**config.mk**
```make
export PLATFORM = sky130hd
export DESIGN_NAME = fetch_queue_flat
export DESIGN_NICKNAME = d
export VERILOG_FILES = /design/src/rtl/fetch_pkg.sv /design/src/rtl/fetch_queue_if.sv /design/src/rtl/fetch_fifo.sv /design/src/rtl/fetch_queue.sv /design/src/flat_wrapper.sv
export SDC_FILE = /design/constraint.sdc
export NUM_CORES = 1
export LEC_CHECK = 0
export BUFFER_PORTS_ARGS = -buffer_cell sky130_fd_sc_hd__buf_4
export CAP_MARGIN = 20
export CORE_MARGIN = 8
export CORE_UTILIZATION = 55
export CTS_BUF_LIST = sky130_fd_sc_hd__clkbuf_4 sky130_fd_sc_hd__clkbuf_8
export CTS_CLUSTER_DIAMETER = 60
export DETAILED_ROUTE_END_ITERATION = 8
export GPL_TIMING_DRIVEN = 1
export PLACE_DENSITY = 0.85
export SLEW_MARGIN = 30
export SYNTH_ARGS = -nofsm -noshare
export SYNTH_HDL_FRONTEND = slang
export SYNTH_HIERARCHICAL = 1
export SYNTH_SLANG_ARGS = --single-unit
```
**constraint.sdc**
```tcl
create_clock -name clk -period 4.5 [get_ports clk]
set_input_delay 0.45 -clock clk [delete_from_list [all_inputs] [get_ports clk]]
set_output_delay 0.45 -clock clk [all_outputs]
set_load 0.005 [all_outputs]
```
**src/rtl/fetch_pkg.sv**
```systemverilog
// Shared types for the instruction prefetch stage: queue entry layout, FSM states
// and the word-alignment helper.
package fetch_pkg;

  localparam int XLEN_DEFAULT = 32;

  typedef struct packed {
    logic [XLEN_DEFAULT-1:0] pc;
    logic [XLEN_DEFAULT-1:0] instr;
  } fetch_entry_t;

  typedef enum logic [1:0] {
    BOOT  = 2'd0,
    RUN   = 2'd1,
    FLUSH = 2'd2
  } fetch_state_e;

  function automatic logic [XLEN_DEFAULT-1:0] align_word(input logic [XLEN_DEFAULT-1:0] a);
    return {a[XLEN_DEFAULT-1:2], 2'b00};
  endfunction

endpackage

```
**src/rtl/fetch_queue_if.sv**
```systemverilog
// Bundle of the memory request/response, redirect and decode handshakes of fetch_queue.
// master = the fetch stage, slave = its environment (memory, branch unit, decode).
interface fetch_queue_if #(
  parameter int XLEN  = 32,
  parameter int DEPTH = 4
);
  localparam int CW = $clog2(DEPTH) + 1;

  logic            imem_req_valid;
  logic [XLEN-1:0] imem_req_addr;
  logic            imem_req_ready;
  logic            imem_rsp_valid;
  logic [XLEN-1:0] imem_rsp_data;
  logic            redirect_valid;
  logic [XLEN-1:0] redirect_pc;
  logic            dec_valid;
  logic            dec_ready;
  logic [XLEN-1:0] dec_pc;
  logic [XLEN-1:0] dec_instr;
  logic [CW-1:0]   count;

  modport master (
    output imem_req_valid, imem_req_addr, dec_valid, dec_pc, dec_instr, count,
    input  imem_req_ready, imem_rsp_valid, imem_rsp_data, redirect_valid, redirect_pc,
           dec_ready
  );

  modport slave (
    input  imem_req_valid, imem_req_addr, dec_valid, dec_pc, dec_instr, count,
    output imem_req_ready, imem_rsp_valid, imem_rsp_data, redirect_valid, redirect_pc,
           dec_ready
  );

endinterface

```
**src/rtl/fetch_fifo.sv**
```systemverilog
// Circular buffer of fetched {pc, instr} entries with synchronous clear.
// Clear wins over push/pop; push is accepted when full only alongside a pop.
module fetch_fifo
  import fetch_pkg::*;
#(
  parameter int  DEPTH   = 4,
  parameter type entry_t = fetch_entry_t
) (
  input  logic                       clk,
  input  logic                       rst_n,
  input  logic                       i_clear,
  input  logic                       i_push,
  input  entry_t                     i_entry,
  input  logic                       i_pop,
  output entry_t                     o_head,
  output logic [$clog2(DEPTH):0]     o_count,
  output logic                       o_empty
);
  localparam int PW = $clog2(DEPTH);
  localparam int CW = PW + 1;
  localparam logic [CW-1:0] LP_DEPTH = CW'(DEPTH);

  entry_t          r_mem [DEPTH];
  logic [PW-1:0]   r_head;
  logic [PW-1:0]   r_tail;
  logic [CW-1:0]   r_count;
  logic            w_full;
  logic            w_pop;
  logic            w_push;

  assign o_empty = (r_count == '0);
  assign w_full  = (r_count == LP_DEPTH);
  assign w_pop   = i_pop & ~o_empty;
  assign w_push  = i_push & (~w_full | w_pop);
  assign o_head  = r_mem[r_head];
  assign o_count = r_count;

  always_ff @(posedge clk or negedge rst_n) begin
    if (!rst_n) begin
      r_head  <= '0;
      r_tail  <= '0;
      r_count <= '0;
    end else if (i_clear) begin
      r_head  <= '0;
      r_tail  <= '0;
      r_count <= '0;
    end else begin
      if (w_push) r_tail <= r_tail + PW'(1);
      if (w_pop)  r_head <= r_head + PW'(1);
      case ({w_push, w_pop})
        2'b10:   r_count <= r_count + CW'(1);
        2'b01:   r_count <= r_count - CW'(1);
        default: r_count <= r_count;
      endcase
    end
  end

  // Storage is data only: no reset, written only when the entry is really accepted.
  always_ff @(posedge clk) begin
    if (w_push && !i_clear) r_mem[r_tail] <= i_entry;
  end

endmodule

```
**src/rtl/fetch_queue.sv**
```systemverilog
// Instruction prefetch stage: sequential fetch, credit-limited issue, FIFO to decode,
// redirect flush. Optional combinational bypass when empty: FETCH_QUEUE_BYPASS_EN.
module fetch_queue
  import fetch_pkg::*;
#(
  parameter int              DEPTH    = 4,
  parameter int              XLEN     = XLEN_DEFAULT,
  parameter logic [XLEN-1:0] RESET_PC = '0
) (
  input logic           clk,
  input logic           rst_n,
  fetch_queue_if.master bus
);
  localparam int CW = $clog2(DEPTH) + 1;
  localparam logic [CW:0] LP_DEPTH = (CW + 1)'(DEPTH);

  fetch_state_e    r_state;
  fetch_state_e    w_state_nxt;
  logic [XLEN-1:0] r_fetch_pc;
  logic [XLEN-1:0] r_inflight_pc;
  logic            r_inflight;
  logic [CW-1:0]   w_count;
  logic [CW:0]     w_credit;
  logic            w_req_valid;
  logic            w_req_fire;
  logic            w_rsp_take;
  logic            w_push;
  logic            w_pop;
  logic            w_empty;
  fetch_entry_t    w_head;
  fetch_entry_t    w_rsp_entry;

  // Words already queued plus the one due back from memory must fit in the queue.
  assign w_credit = {1'b0, w_count} + {{CW{1'b0}}, r_inflight};

  always_comb begin
    w_state_nxt = r_state;
    w_req_valid = 1'b0;
    case (r_state)
      BOOT:  w_state_nxt = RUN;
      RUN: begin
        if (bus.redirect_valid) w_state_nxt = r_inflight ? FLUSH : RUN;
        else                    w_req_valid = (w_credit < LP_DEPTH);
      end
      FLUSH: w_state_nxt = RUN;
      default: w_state_nxt = BOOT;
    endcase
  end

  assign w_req_fire  = w_req_valid & bus.imem_req_ready;
  assign w_rsp_take  = (r_state == RUN) & r_inflight & bus.imem_rsp_valid & ~bus.redirect_valid;
  assign w_rsp_entry = '{pc: r_inflight_pc, instr: bus.imem_rsp_data};
  assign w_pop       = ~w_empty & bus.dec_ready & ~bus.redirect_valid;

`ifdef FETCH_QUEUE_BYPASS_EN
  logic w_bypass;
  assign w_bypass      = w_rsp_take & (w_count == '0);
  assign w_push        = w_rsp_take & ~(w_bypass & bus.dec_ready);
  assign bus.dec_valid = ~w_empty | w_bypass;
  assign bus.dec_pc    = w_bypass ? w_rsp_entry.pc    : w_head.pc;
  assign bus.dec_instr = w_bypass ? w_rsp_entry.instr : w_head.instr;
`else
  assign w_push        = w_rsp_take;
  assign bus.dec_valid = ~w_empty;
  assign bus.dec_pc    = w_head.pc;
  assign bus.dec_instr = w_head.instr;
`endif

  assign bus.imem_req_valid = w_req_valid;
  assign bus.imem_req_addr  = r_fetch_pc;
  assign bus.count          = w_count;

  always_ff @(posedge clk or negedge rst_n) begin
    if (!rst_n) begin
      r_state    <= BOOT;
      r_fetch_pc <= RESET_PC;
      r_inflight <= 1'b0;
    end else begin
      r_state    <= w_state_nxt;
      r_inflight <= w_req_fire;
      if (bus.redirect_valid) r_fetch_pc <= align_word(bus.redirect_pc);
      else if (w_req_fire)    r_fetch_pc <= r_fetch_pc + XLEN'(4);
    end
  end

  always_ff @(posedge clk) begin
    if (w_req_fire) r_inflight_pc <= r_fetch_pc;
  end

  fetch_fifo #(
    .DEPTH   (DEPTH),
    .entry_t (fetch_entry_t)
  ) u_fifo (
    .clk     (clk),
    .rst_n   (rst_n),
    .i_clear (bus.redirect_valid),
    .i_push  (w_push),
    .i_entry (w_rsp_entry),
    .i_pop   (w_pop),
    .o_head  (w_head),
    .o_count (w_count),
    .o_empty (w_empty)
  );

endmodule

```
**src/flat_wrapper.sv**
```systemverilog
// flat-port wrapper written by rule: the top's interface ports become plain ports
module fetch_queue_flat import fetch_pkg::*;
#(
  parameter int              DEPTH    = 4,
  parameter int              XLEN     = XLEN_DEFAULT,
  parameter logic [XLEN-1:0] RESET_PC = '0
)
  (clk, rst_n, bus_imem_req_valid, bus_imem_req_addr, bus_dec_valid, bus_dec_pc, bus_dec_instr, bus_count, bus_imem_req_ready, bus_imem_rsp_valid, bus_imem_rsp_data, bus_redirect_valid, bus_redirect_pc, bus_dec_ready);
  fetch_queue_if #(.XLEN(XLEN), .DEPTH(DEPTH)) bus_i ();
  input logic clk;
  input logic rst_n;
  output wire logic [$bits(bus_i.imem_req_valid)-1:0] bus_imem_req_valid;
  output wire logic [$bits(bus_i.imem_req_addr)-1:0] bus_imem_req_addr;
  output wire logic [$bits(bus_i.dec_valid)-1:0] bus_dec_valid;
  output wire logic [$bits(bus_i.dec_pc)-1:0] bus_dec_pc;
  output wire logic [$bits(bus_i.dec_instr)-1:0] bus_dec_instr;
  output wire logic [$bits(bus_i.count)-1:0] bus_count;
  input wire logic [$bits(bus_i.imem_req_ready)-1:0] bus_imem_req_ready;
  input wire logic [$bits(bus_i.imem_rsp_valid)-1:0] bus_imem_rsp_valid;
  input wire logic [$bits(bus_i.imem_rsp_data)-1:0] bus_imem_rsp_data;
  input wire logic [$bits(bus_i.redirect_valid)-1:0] bus_redirect_valid;
  input wire logic [$bits(bus_i.redirect_pc)-1:0] bus_redirect_pc;
  input wire logic [$bits(bus_i.dec_ready)-1:0] bus_dec_ready;
  assign bus_imem_req_valid = bus_i.imem_req_valid;
  assign bus_imem_req_addr = bus_i.imem_req_addr;
  assign bus_dec_valid = bus_i.dec_valid;
  assign bus_dec_pc = bus_i.dec_pc;
  assign bus_dec_instr = bus_i.dec_instr;
  assign bus_count = bus_i.count;
  assign bus_i.imem_req_ready = bus_imem_req_ready;
  assign bus_i.imem_rsp_valid = bus_imem_rsp_valid;
  assign bus_i.imem_rsp_data = bus_imem_rsp_data;
  assign bus_i.redirect_valid = bus_redirect_valid;
  assign bus_i.redirect_pc = bus_redirect_pc;
  assign bus_i.dec_ready = bus_dec_ready;
  fetch_queue #(.DEPTH(DEPTH), .XLEN(XLEN), .RESET_PC(RESET_PC)) u_core (.clk(clk), .rst_n(rst_n), .bus(bus_i));
endmodule
```
==> impl_metrics.toml, run 1 <==
[timing]
tightest_slew_ps = 983.9
hold_slack_ps = 100.2
fin_skew_ps = 22.18
setup_viol = 0
fin_crit_ps = 3126
fin_crit_sh_pct = 69.47
setup_tns_ps = 0
rsz0062_at_grt = "no"
relSlewSlack_pct = 34.40
maxSlewViolCount = 0
max_clock_freq_mhz = 319.9
hold_violations = 0

[detailed_routing]
wl_met1_um = 11060
drc = 0
route.met2.wl_um = 12760
drt-vias-per-instance = 5.953
via_count = 7161
top_layer_used = "met4"
drtAntennaViolNets = 0
wl_per_cell_um = 22.15
wl_met3_um = 2448
drt_first_pass_iters = 4
routed_wl_um = 26650
drtIter0Drc = 672

[setup_path]
r2r-end = "u_core/u_fifo/r_mem[0][51]"
reg2reg_setup_slack_ps = 1370
crit_fanout = 38
critPathKind = "reg2reg"
crit_path_end_kind = "flip-flop"
r2r_cells = 7
cp.required_ps = 4730
slowest_stage = "and2_4"
arrival_ps = 3350
r2r-start = "u_core/u_fifo/o_count[0]"
critPathLaunchType = "flip-flop"
cp_slowest_stage_delay_ps = 630
path_cells = "nor3_1 -> inv_1 -> and3_1 -> nor4b_1 -> nor3b_1 -> and2_4 -> buf_4"

[clock_tree]
cts_buffer_depth = 3
clock-root-buffer = "clkbuf_8"
cts_buffers = 50
cts_setup_buffers = 0
cts_tree = "built"
htree_levels = 2
clk_pin_slew_ps = 60
clock_latency_ps = 550
clock_sinks = 326

[logic_synthesis]
yosys-mux-area-fraction_pct = 11.50
yosysWarnings = 6
synth_common_cells = "edfxtp_1 (286), mux4_2 (64), dfrtp_1 (40), nor2_1 (26), nand2_1 (21)"
synth_top_family_by_area = "multiplexers"
synth_fa_ha_area_share_pct = 0.6456
synthesis.area_mm2 = 0.01279
avgSynthCellArea_um2 = 19.18
synth_compound_area_share_pct = 3.942
synth_top_cell_area_share_pct = 67.14
synth_top_area_cell = "edfxtp_1"
synth-main-ff-cell = "edfxtp_1"
synthXorXnorAreaFrac_pct = 0.7532
yosysSeqAreaShare_pct = 74.97
synth_cell_types = 60
synth-simple-area-share_pct = 6.251
synth_most_common_cell = "edfxtp_1"
synth_edf_count = 286
synth_area_leaders = "edfxtp_1 (67%), mux4_2 (11%), dfrtp_1 (7.8%)"
ys_seq_elements = 326
async_flop_share_pct = 12.27
synth_cells = 667

[global_routing]
grt_max_degree = 66
grt_use_total_pct = 18.73
grt_pass1_vias = 7536
antenna_found_initial = 0
grt_pass1_wl_um = 41860
grt-ovfl-total = 0

[hold_path]
holdPathStages = 1
holdPathEnd = "u_core/u_fifo/r_mem[2][24]"
hold_start = "bus_imem_rsp_data[24]"
hold_path_class = "in2reg"

[place]
io_buffers = 166
placed_cells = 1110
placed_cell_area_mm2 = 0.01437
gp_congestion = 0.8604
dpl.hpwl_um = 16560

[floorplan]
die-area_mm2 = 0.02839
initial_core_util_pct = 55.32
core-area_mm2 = 0.02312
ios = 171
dieWidth_um = 168.5
num_rows = 56
die_h_um = 168.5

[layout]
num-nets-final = 949
final_layout_size_suffix_gt1_share_pct = 37.35
fillers = 1497
num_antenna_cells = 0
stdcell_count = 1203
fin_area_mm2 = 0.01547
area_growth_pct = 20.92

[power]
worst_ir_drop_vdd_v = 0.0002134
power_density_mw_per_mm2 = 406.9
power_leakage_uw = 0.005350

[run]
maxCapViolCount = 0

[run_status]
status = "complete, no violations"
-- sequential cells by signal, summed over array words and instances, names as in the netlist --
signal	flops
u_core/u_fifo/r_head	2
u_core/r_inflight_pc	30
u_core/u_fifo/r_tail	2
u_core/r_state	2
u_core/bus.imem_req_addr	30
u_core/u_fifo/r_mem	256
u_core/u_fifo/o_count	3
u_core/r_inflight	1
-- routing by layer --
metal	vias to the layer above	global-route usage [%]
met5	-	0
met4	0	5.318
met3	39	5.940
met2	352	29.20
met1	3610	25.22
li1	3160	-
-- worst max path at each step --
stage	cells after the start	end	start
after global placement	7	u_core/u_fifo/r_mem[0][1]	bus_redirect_valid
after floorplan	8	u_core/u_fifo/r_mem[0][0]	bus_redirect_valid
after CTS	3	bus_dec_instr[15]	u_core/u_fifo/r_head[0]
final	7	u_core/u_fifo/r_mem[0][51]	u_core/u_fifo/o_count[0]
after global routing	7	u_core/u_fifo/r_mem[3][39]	u_core/u_fifo/o_count[0]
after detailed placement	7	u_core/u_fifo/r_mem[0][1]	bus_redirect_valid
-- repair_timing --
action                                  CTS  global route
hold endpoints to repair                 40             0
hold buffers                              1             0
endpoints found under the setup margin    0             0
gates resized for setup                   0             0
-- per-stage QoR --
stage / power (µW) / setup slack (ps) / utilization [%]
2_1_floorplan: 3578 / 714.6 / -
3_3_place_gp: 3749 / 1273 / 62.15
3_5_place_dp: 3761 / 1198 / 62.15
4_1_cts: 6360 / 1269 / 66.89
5_1_grt: 6531 / 1107 / 66.89
6_report: 6294 / 1374 / 66.89
-- final cells by class --
class                           count  area, µm²  area share (%)
Sequential cell                   326       9597           62.05
Multi-Input combinational cell    305       3004           19.42
Timing Repair Buffer              180       1379           8.914
Clock buffer                       71      895.9           5.792
Tap cell                          290      362.8           2.346
Clock inverter                     21      191.4           1.238
Inverter                           10      37.54          0.2427
-- power by group --
part | switching, µW | leakage, µW | internal (µW)
registers | 83.8 | 0.00305 | 3350
logic | 136 | 0.00172 | 131
clock network | 1080 | 0.000574 | 1510
total | 1300 | 0.00535 | 4990
-- critical path, delay by kind of cell (launching register included) --
kind	cells	cell delay, ps
buffers and inverters	2	450
flip-flops	1	590
AND/OR/NAND/NOR	5	1760
-- cells by family after synthesis --
group,Yosys count
AO/OA/AOI/OAI,72
XOR/XNOR,11
adder cells (fa/ha/maj),6
buffers and inverters,45
flip-flops,326
multiplexers,67
other,1
AND/OR/NAND/NOR,139
-- cell usage in the layout, fill, tap and decap left out, types with 5 or more instances in the layout --
cell type,instances
nor3_1,9
or4_1,12
mux4_2,64
inv_1,10
o31ai_1,11
clkbuf_4,13
nand2_1,21
nor2b_1,5
o21ai_0,16
nor2_1,25
and3_1,5
nand4_1,11
clkbuf_8,58
edfxtp_1,286
xnor2_1,6
clkinv_1,11
xor2_1,5
nand3_1,15
clkinv_2,6
a31oi_1,17
dfrtp_1,38
conb_1,10
buf_4,177
o311a_1,5
and4_1,5
ha_1,5
Power figures use the tool's default switching activity.
==> run 2: changes to the inputs <==
--- a/config.mk
+++ b/config.mk
@@ -8,12 +8,12 @@
 export BUFFER_PORTS_ARGS = -buffer_cell sky130_fd_sc_hd__buf_4
 export CAP_MARGIN = 20
 export CORE_MARGIN = 8
-export CORE_UTILIZATION = 55
+export CORE_UTILIZATION = 54
 export CTS_BUF_LIST = sky130_fd_sc_hd__clkbuf_4 sky130_fd_sc_hd__clkbuf_8
 export CTS_CLUSTER_DIAMETER = 60
 export DETAILED_ROUTE_END_ITERATION = 8
 export GPL_TIMING_DRIVEN = 1
-export PLACE_DENSITY = 0.85
+export PLACE_DENSITY = 0.86
 export SLEW_MARGIN = 30
 export SYNTH_ARGS = -nofsm -noshare
 export SYNTH_HDL_FRONTEND = slang
==> constraint.sdc (replaced) <==
create_clock -name clk -period 2.85 [get_ports clk]
set_input_delay 0.285 -clock clk [delete_from_list [all_inputs] [get_ports clk]]
set_output_delay 0.285 -clock clk [all_outputs]
set_load 0.005 [all_outputs]
==> run 2 against run 1 <==
Non-clock buffer count rose by 58. First-iteration DRC count fell by 11%. Sequential share of layout area fell by 2.4 points. Routed wire length rose by 3.3%. Count of clock-buffer cells in the layout did not move. Register-to-register slack got worse by 990 ps. Sequential power rose by 58%. Largest cell class unchanged. Worst setup slack got worse by 1100 ps. Global-route usage fell by 0.10 points.
==> impl_metrics.toml, run 2 (synthesis results as in run 1) <==
[layout]
final_cell_mix = "edfxtp_1 (286), buf_4 (182), mux4_2 (64)"
utilization_pct = 68.90
stdcell_count = 1289
area_growth_pct = 25.69
final_layout_size_suffix_gt1_share_pct = 36.49
mostFrequentLayoutCell = "edfxtp_1"
largest_register = "u_core/u_fifo/r_mem"
num_antenna_cells = 0
largest_reg_flops = 256
num-nets-final = 1006

[setup_path]
crit_path_start = "u_core/u_fifo/r_head[0]"
critPathKind = "reg2out"
r2r-end = "u_core/u_fifo/o_count[2]"
crit_top_cell = "buf_4"
crit_fanout = 19
critPathLaunchType = "flip-flop"
arrival_ps = 2280
slowest_stage = "dfrtp_4"
r2r-start = "u_core/u_fifo/o_count[0]"
crit_path_end_kind = "output port"
cp-endpoint = "bus_dec_pc[8]"
reg2reg_setup_slack_ps = 380
r2r_cells = 9
cp_slowest_stage_delay_ps = 670
path_cells = "buf_4 -> mux4_2 -> buf_4"
cp.required_ps = 2570

[timing]
fin_crit_sh_pct = 89.98
maxSlewViolCount = 0
final.setup.worst_slack_ps = 285.7
rsz0062_at_grt = "no"
hold_slack_ps = 28.33
fin_crit_ps = 2564
relSlewSlack_pct = 62.02
setup_viol = 0
tightest_slew_ps = 569.8
hold_violations = 0
max_clock_freq_mhz = 390.0
fin_skew_ps = 20.76

[detailed_routing]
drtAntennaViolNets = 0
drt-vias-per-instance = 5.694
via_count = 7339
wl_per_cell_um = 21.35
drtIter0Drc = 596
drc = 0
drt_first_pass_iters = 5
routed_wl_um = 27520

[run_status]
status = "complete, no violations"

[power]
p_sw_share_pct = 21.02
power_frac_comb_pct = 5.1
total_power_uw = 9735
net-switching-power_uw = 2046
power_density_mw_per_mm2 = 605.6
worst_ir_drop_vdd_v = 0.0003952
power_leakage_uw = 0.005590
seq_power_share_pct = 55.7
clkPwrFrac_pct = 39.2
p_int_uw = 7689

[clock_tree]
clock_sinks = 326
clock-root-buffer = "clkbuf_8"
cts_setup_buffers = 0
cts_tree = "built"
htree_levels = 2
cts_buffer_depth = 3
clock_latency_ps = 550
cts_buffers = 49
clk_pin_slew_ps = 60

[global_routing]
grt-ovfl-total = 0
grt_use_total_pct = 18.63
grt_pass1_vias = 7512
grt_pass1_wl_um = 41770
grt_max_degree = 65
antenna_found_initial = 0

[place]
dpl.hpwl_um = 16820
place_ws_ps = 143.1
placed_cells = 1145
io_buffers = 166
gp_congestion = 0.8767

[floorplan]
die-area_mm2 = 0.02887
core-area_mm2 = 0.02333
initial_core_util_pct = 54.82
ios = 171
die_h_um = 169.9
dieWidth_um = 169.9
num_rows = 56

[run]
maxCapViolCount = 0

[hold_path]
hold_path_class = "in2reg"
## run 2: changes by cell type in the layout (fill, tap and decap cells not counted), sizes merged
cell / change
buf: +10
bufinv: -2
clkinv: -1
clkinvlp: +2
dlygate4sd3: +48
## run 2: worst min-delay path by stage
stage / startpoint / depth (start not counted) / end / slack (ps)
2_1_floorplan: rst_n / 0 / u_core/bus.imem_req_addr[10] / -10
3_3_place_gp: rst_n / 1 / u_core/bus.imem_req_addr[7] / 300
3_5_place_dp: rst_n / 1 / u_core/bus.imem_req_addr[5] / 310
4_1_cts: bus_redirect_pc[14] / 3 / u_core/bus.imem_req_addr[14] / 0.4
5_1_grt: bus_redirect_pc[26] / 3 / u_core/bus.imem_req_addr[26] / 9
6_report: bus_redirect_pc[26] / 3 / u_core/bus.imem_req_addr[26] / 30
## run 2: routing by layer
layer	GRT usage [%]	part of all wire [%]	vias to the layer above
li1	-	-	3276
met5	0	0	-
met1	24.64	41	3668
met4	5.454	2.1	0
met3	4.866	8.2	52
met2	30.25	49	343
## run 2: final cells by class
cell class / instances / area (µm²)
Fill cell: 1445 / 7256
Multi-Input combinational cell: 305 / 3014
Timing Repair Buffer: 238 / 2019
Clock inverter: 20 / 145.1
Inverter: 10 / 37.54
Tap cell: 319 / 399.1
Clock buffer: 71 / 864.6
Sequential cell: 326 / 9597
## run 2: power groups by stage
stage	clock [µW]	sequential, µW	combinational [µW]
floorplan	0	5470	177
global placement	0	5510	421
detailed placement	0	5510	432
CTS	3910	5420	491
global route	4110	5430	538
finish	3820	5420	497
## run 2: through the flow
step           TNS [ps]  area (µm²)
2_1_floorplan    -20250       12830
3_3_place_gp          0       14470
3_5_place_dp          0       14470
4_1_cts               0       15970
5_1_grt               0       16080
6_report              0       16080
## run 2: timing repair
action / CTS / global route
hold buffers: 49 / 0
endpoints found under the setup margin: 0 / 16
gates resized for setup: 0 / 1
hold endpoints to repair: 184 / 0
## run 2: critical path, delay by kind of cell (launching register included)
kind / cells / cell delay (ps)
DFF: 1 / 670
muxes: 1 / 550
buffers and inverters: 2 / 500
==> run 3: changes to the inputs <==
--- a/config.mk
+++ b/config.mk
@@ -8,12 +8,10 @@
 export BUFFER_PORTS_ARGS = -buffer_cell sky130_fd_sc_hd__buf_4
 export CAP_MARGIN = 20
 export CORE_MARGIN = 8
-export CORE_UTILIZATION = 54
-export CTS_BUF_LIST = sky130_fd_sc_hd__clkbuf_4 sky130_fd_sc_hd__clkbuf_8
+export CORE_UTILIZATION = 52
 export CTS_CLUSTER_DIAMETER = 60
 export DETAILED_ROUTE_END_ITERATION = 8
-export GPL_TIMING_DRIVEN = 1
-export PLACE_DENSITY = 0.86
+export PLACE_DENSITY = 0.84
 export SLEW_MARGIN = 30
 export SYNTH_ARGS = -nofsm -noshare
 export SYNTH_HDL_FRONTEND = slang
==> run 3 against run 2 <==
Clock skew decreased by 1.1 ps. Global-route usage decreased by 0.37 points. First-iteration DRC count is 6.7% higher. Flip-flop and latch count is the same. Register-to-register slack worse by 220 ps. Core utilization shrank 2.8 points. Sequential power is essentially flat. Clock power increased by 9.2%. Critical path type is now reg2reg. Highest routed layer unchanged.
==> impl_metrics.toml, run 3 (synthesis results as in run 1) <==
[timing]
tightest_slew_ps = 607.4
maxSlewViolCount = 0
fin_skew_ps = 19.71
relSlewSlack_pct = 59.51
setup_tns_ps = 0
hold_violations = 0
rsz0062_at_grt = "no"
max_clock_freq_mhz = 371.2
hold_slack_ps = 12.83
fin_crit_sh_pct = 94.52
setup_viol = 0
fin_crit_ps = 2694

[detailed_routing]
via_count = 7217
drtIter0Drc = 636
wl_per_cell_um = 22.25
drt_first_pass_iters = 5
drtAntennaViolNets = 0
drt-vias-per-instance = 5.741
drc = 0
routed_wl_um = 27960

[layout]
mostFrequentLayoutCell = "edfxtp_1"
largest_reg_flops = 256
final_layout_size_suffix_gt1_share_pct = 34.30
largest_register = "u_core/u_fifo/r_mem"
final_cell_mix = "edfxtp_1 (286), buf_4 (184), mux4_2 (64)"
num_antenna_cells = 0
area_growth_pct = 25.32
num-nets-final = 984
utilization_pct = 66.10

[power]
seq_power_share_pct = 53.8
p_sw_share_pct = 20.64
power_frac_comb_pct = 4.8
worst_ir_drop_vdd_v = 0.0004366
power_density_mw_per_mm2 = 628.1
power_leakage_uw = 0.005533
net-switching-power_uw = 2078
clkPwrFrac_pct = 41.4
p_int_uw = 7990

[clock_tree]
cts_buffers = 35
cts_buffer_depth = 3
clock-root-buffer = "clkbuf_16"
htree_levels = 2
cts_tree = "built"
clk_pin_slew_ps = 60
clock_latency_ps = 500
clock_sinks = 326

[setup_path]
r2r_cells = 8
critPathKind = "reg2reg"
crit_path_end_kind = "flip-flop"
critPathLaunchType = "flip-flop"
cp.required_ps = 3030
crit_fanout = 38
arrival_ps = 2870

[floorplan]
num_rows = 57
initial_core_util_pct = 52.75
die_h_um = 172.8
dieWidth_um = 172.8
ios = 171
die-area_mm2 = 0.02987
core-area_mm2 = 0.02425

[global_routing]
grt_pass1_wl_um = 43080
antenna_found_initial = 0
grt-ovfl-total = 0
grt_max_degree = 65
grt_pass1_vias = 7468
grt_use_total_pct = 18.26

[place]
dpl.hpwl_um = 17170
io_buffers = 166
gp_congestion = 0.8671

[run]
maxCapViolCount = 0

[hold_path]
holdPathStages = 3
hold_path_class = "in2reg"

[run_status]
status = "complete, no violations"
-- run 3: cell count changes in the layout (fill, tap and decap cells not counted), moves of 2 or more --
cell,before,now
buf_12,4,7
buf_16,3,0
buf_4,182,184
clkbuf_1,0,5
clkbuf_16,0,37
clkbuf_4,18,0
clkbuf_8,53,0
clkinv_1,8,11
clkinv_2,8,5
dlygate4sd3_1,49,38
-- run 3: repair_timing --
| item | in CTS | in global routing |
|---|---|---|
| endpoints found under the setup margin | 0 | 54 |
| hold buffers | 38 | 0 |
| buffers inserted | 0 | 0 |
| endpoints found under the hold margin | 173 | 0 |
| resized for setup | 0 | 1 |
-- run 3: worst paths after layout --
| path | from | end | slack, ps |
|---|---|---|---|
| max reg2reg | u_core/u_fifo/o_count[2] | u_core/u_fifo/r_mem[0][32] | 160 |
| min in group asynchronous | rst_n | u_core/bus.imem_req_addr[5] | 320 |
| min reg2reg | u_core/r_inflight_pc[26] | u_core/u_fifo/r_mem[3][58] | 490 |
| min | bus_redirect_pc[5] | u_core/bus.imem_req_addr[5] | 10 |
| max | u_core/u_fifo/o_count[2] | u_core/u_fifo/r_mem[0][32] | 160 |
| max in group asynchronous | rst_n | u_core/u_fifo/r_head[0] | 2110 |
-- run 3: layout make-up --
cell class | instances | area (µm²)
clock inverters | 20 | 121.4
clock buffers | 42 | 944.7
multi-input cells | 306 | 3022
inverters | 10 | 37.54
repair buffers | 229 | 1902
fillers | 1615 | 8219
flip-flops and latches | 326 | 9597
well taps | 324 | 405.4
-- run 3: worst max-delay path: stages (launching register included) --
cell,delay [ps]
dfrtp_1,350
nor3_1,70
inv_1,80
and3_1,210
nor4b_1,80
buf_4,140
nor3b_2,500
and2_4,650
buf_12,280
-- run 3: metal layers --
metal | vias up | GRT usage (%) | part of all wire [%]
met5 | - | 0 | 0
met3 | 47 | 4.792 | 8.3
met2 | 333 | 29.97 | 48
met1 | 3609 | 24.03 | 41
li1 | 3228 | - | -
met4 | 0 | 4.707 | 2.1
-- run 3: power groups by stage --
| stage | combinational, µW | sequential [µW] | clock [µW] |
|---|---|---|---|
| after floorplan | 177 | 5470 | 0 |
| after global placement | 429 | 5500 | 0 |
| after detailed placement | 440 | 5510 | 0 |
| after CTS | 484 | 5410 | 4250 |
| after global routing | 528 | 5430 | 4430 |
| final | 486 | 5420 | 4170 |
-- run 3: through the flow --
step	setup slack [ps]	total power (µW)	std cells	area [µm²]
3_3_place_gp	111.6	5931	1152	14490
3_5_place_dp	71.43	5948	1152	14490
5_1_grt	37.23	10390	1257	16030
4_1_cts	24.66	10150	1252	15940
6_report	156.1	10070	1257	16030
2_1_floorplan	-79.11	5649	676	12830
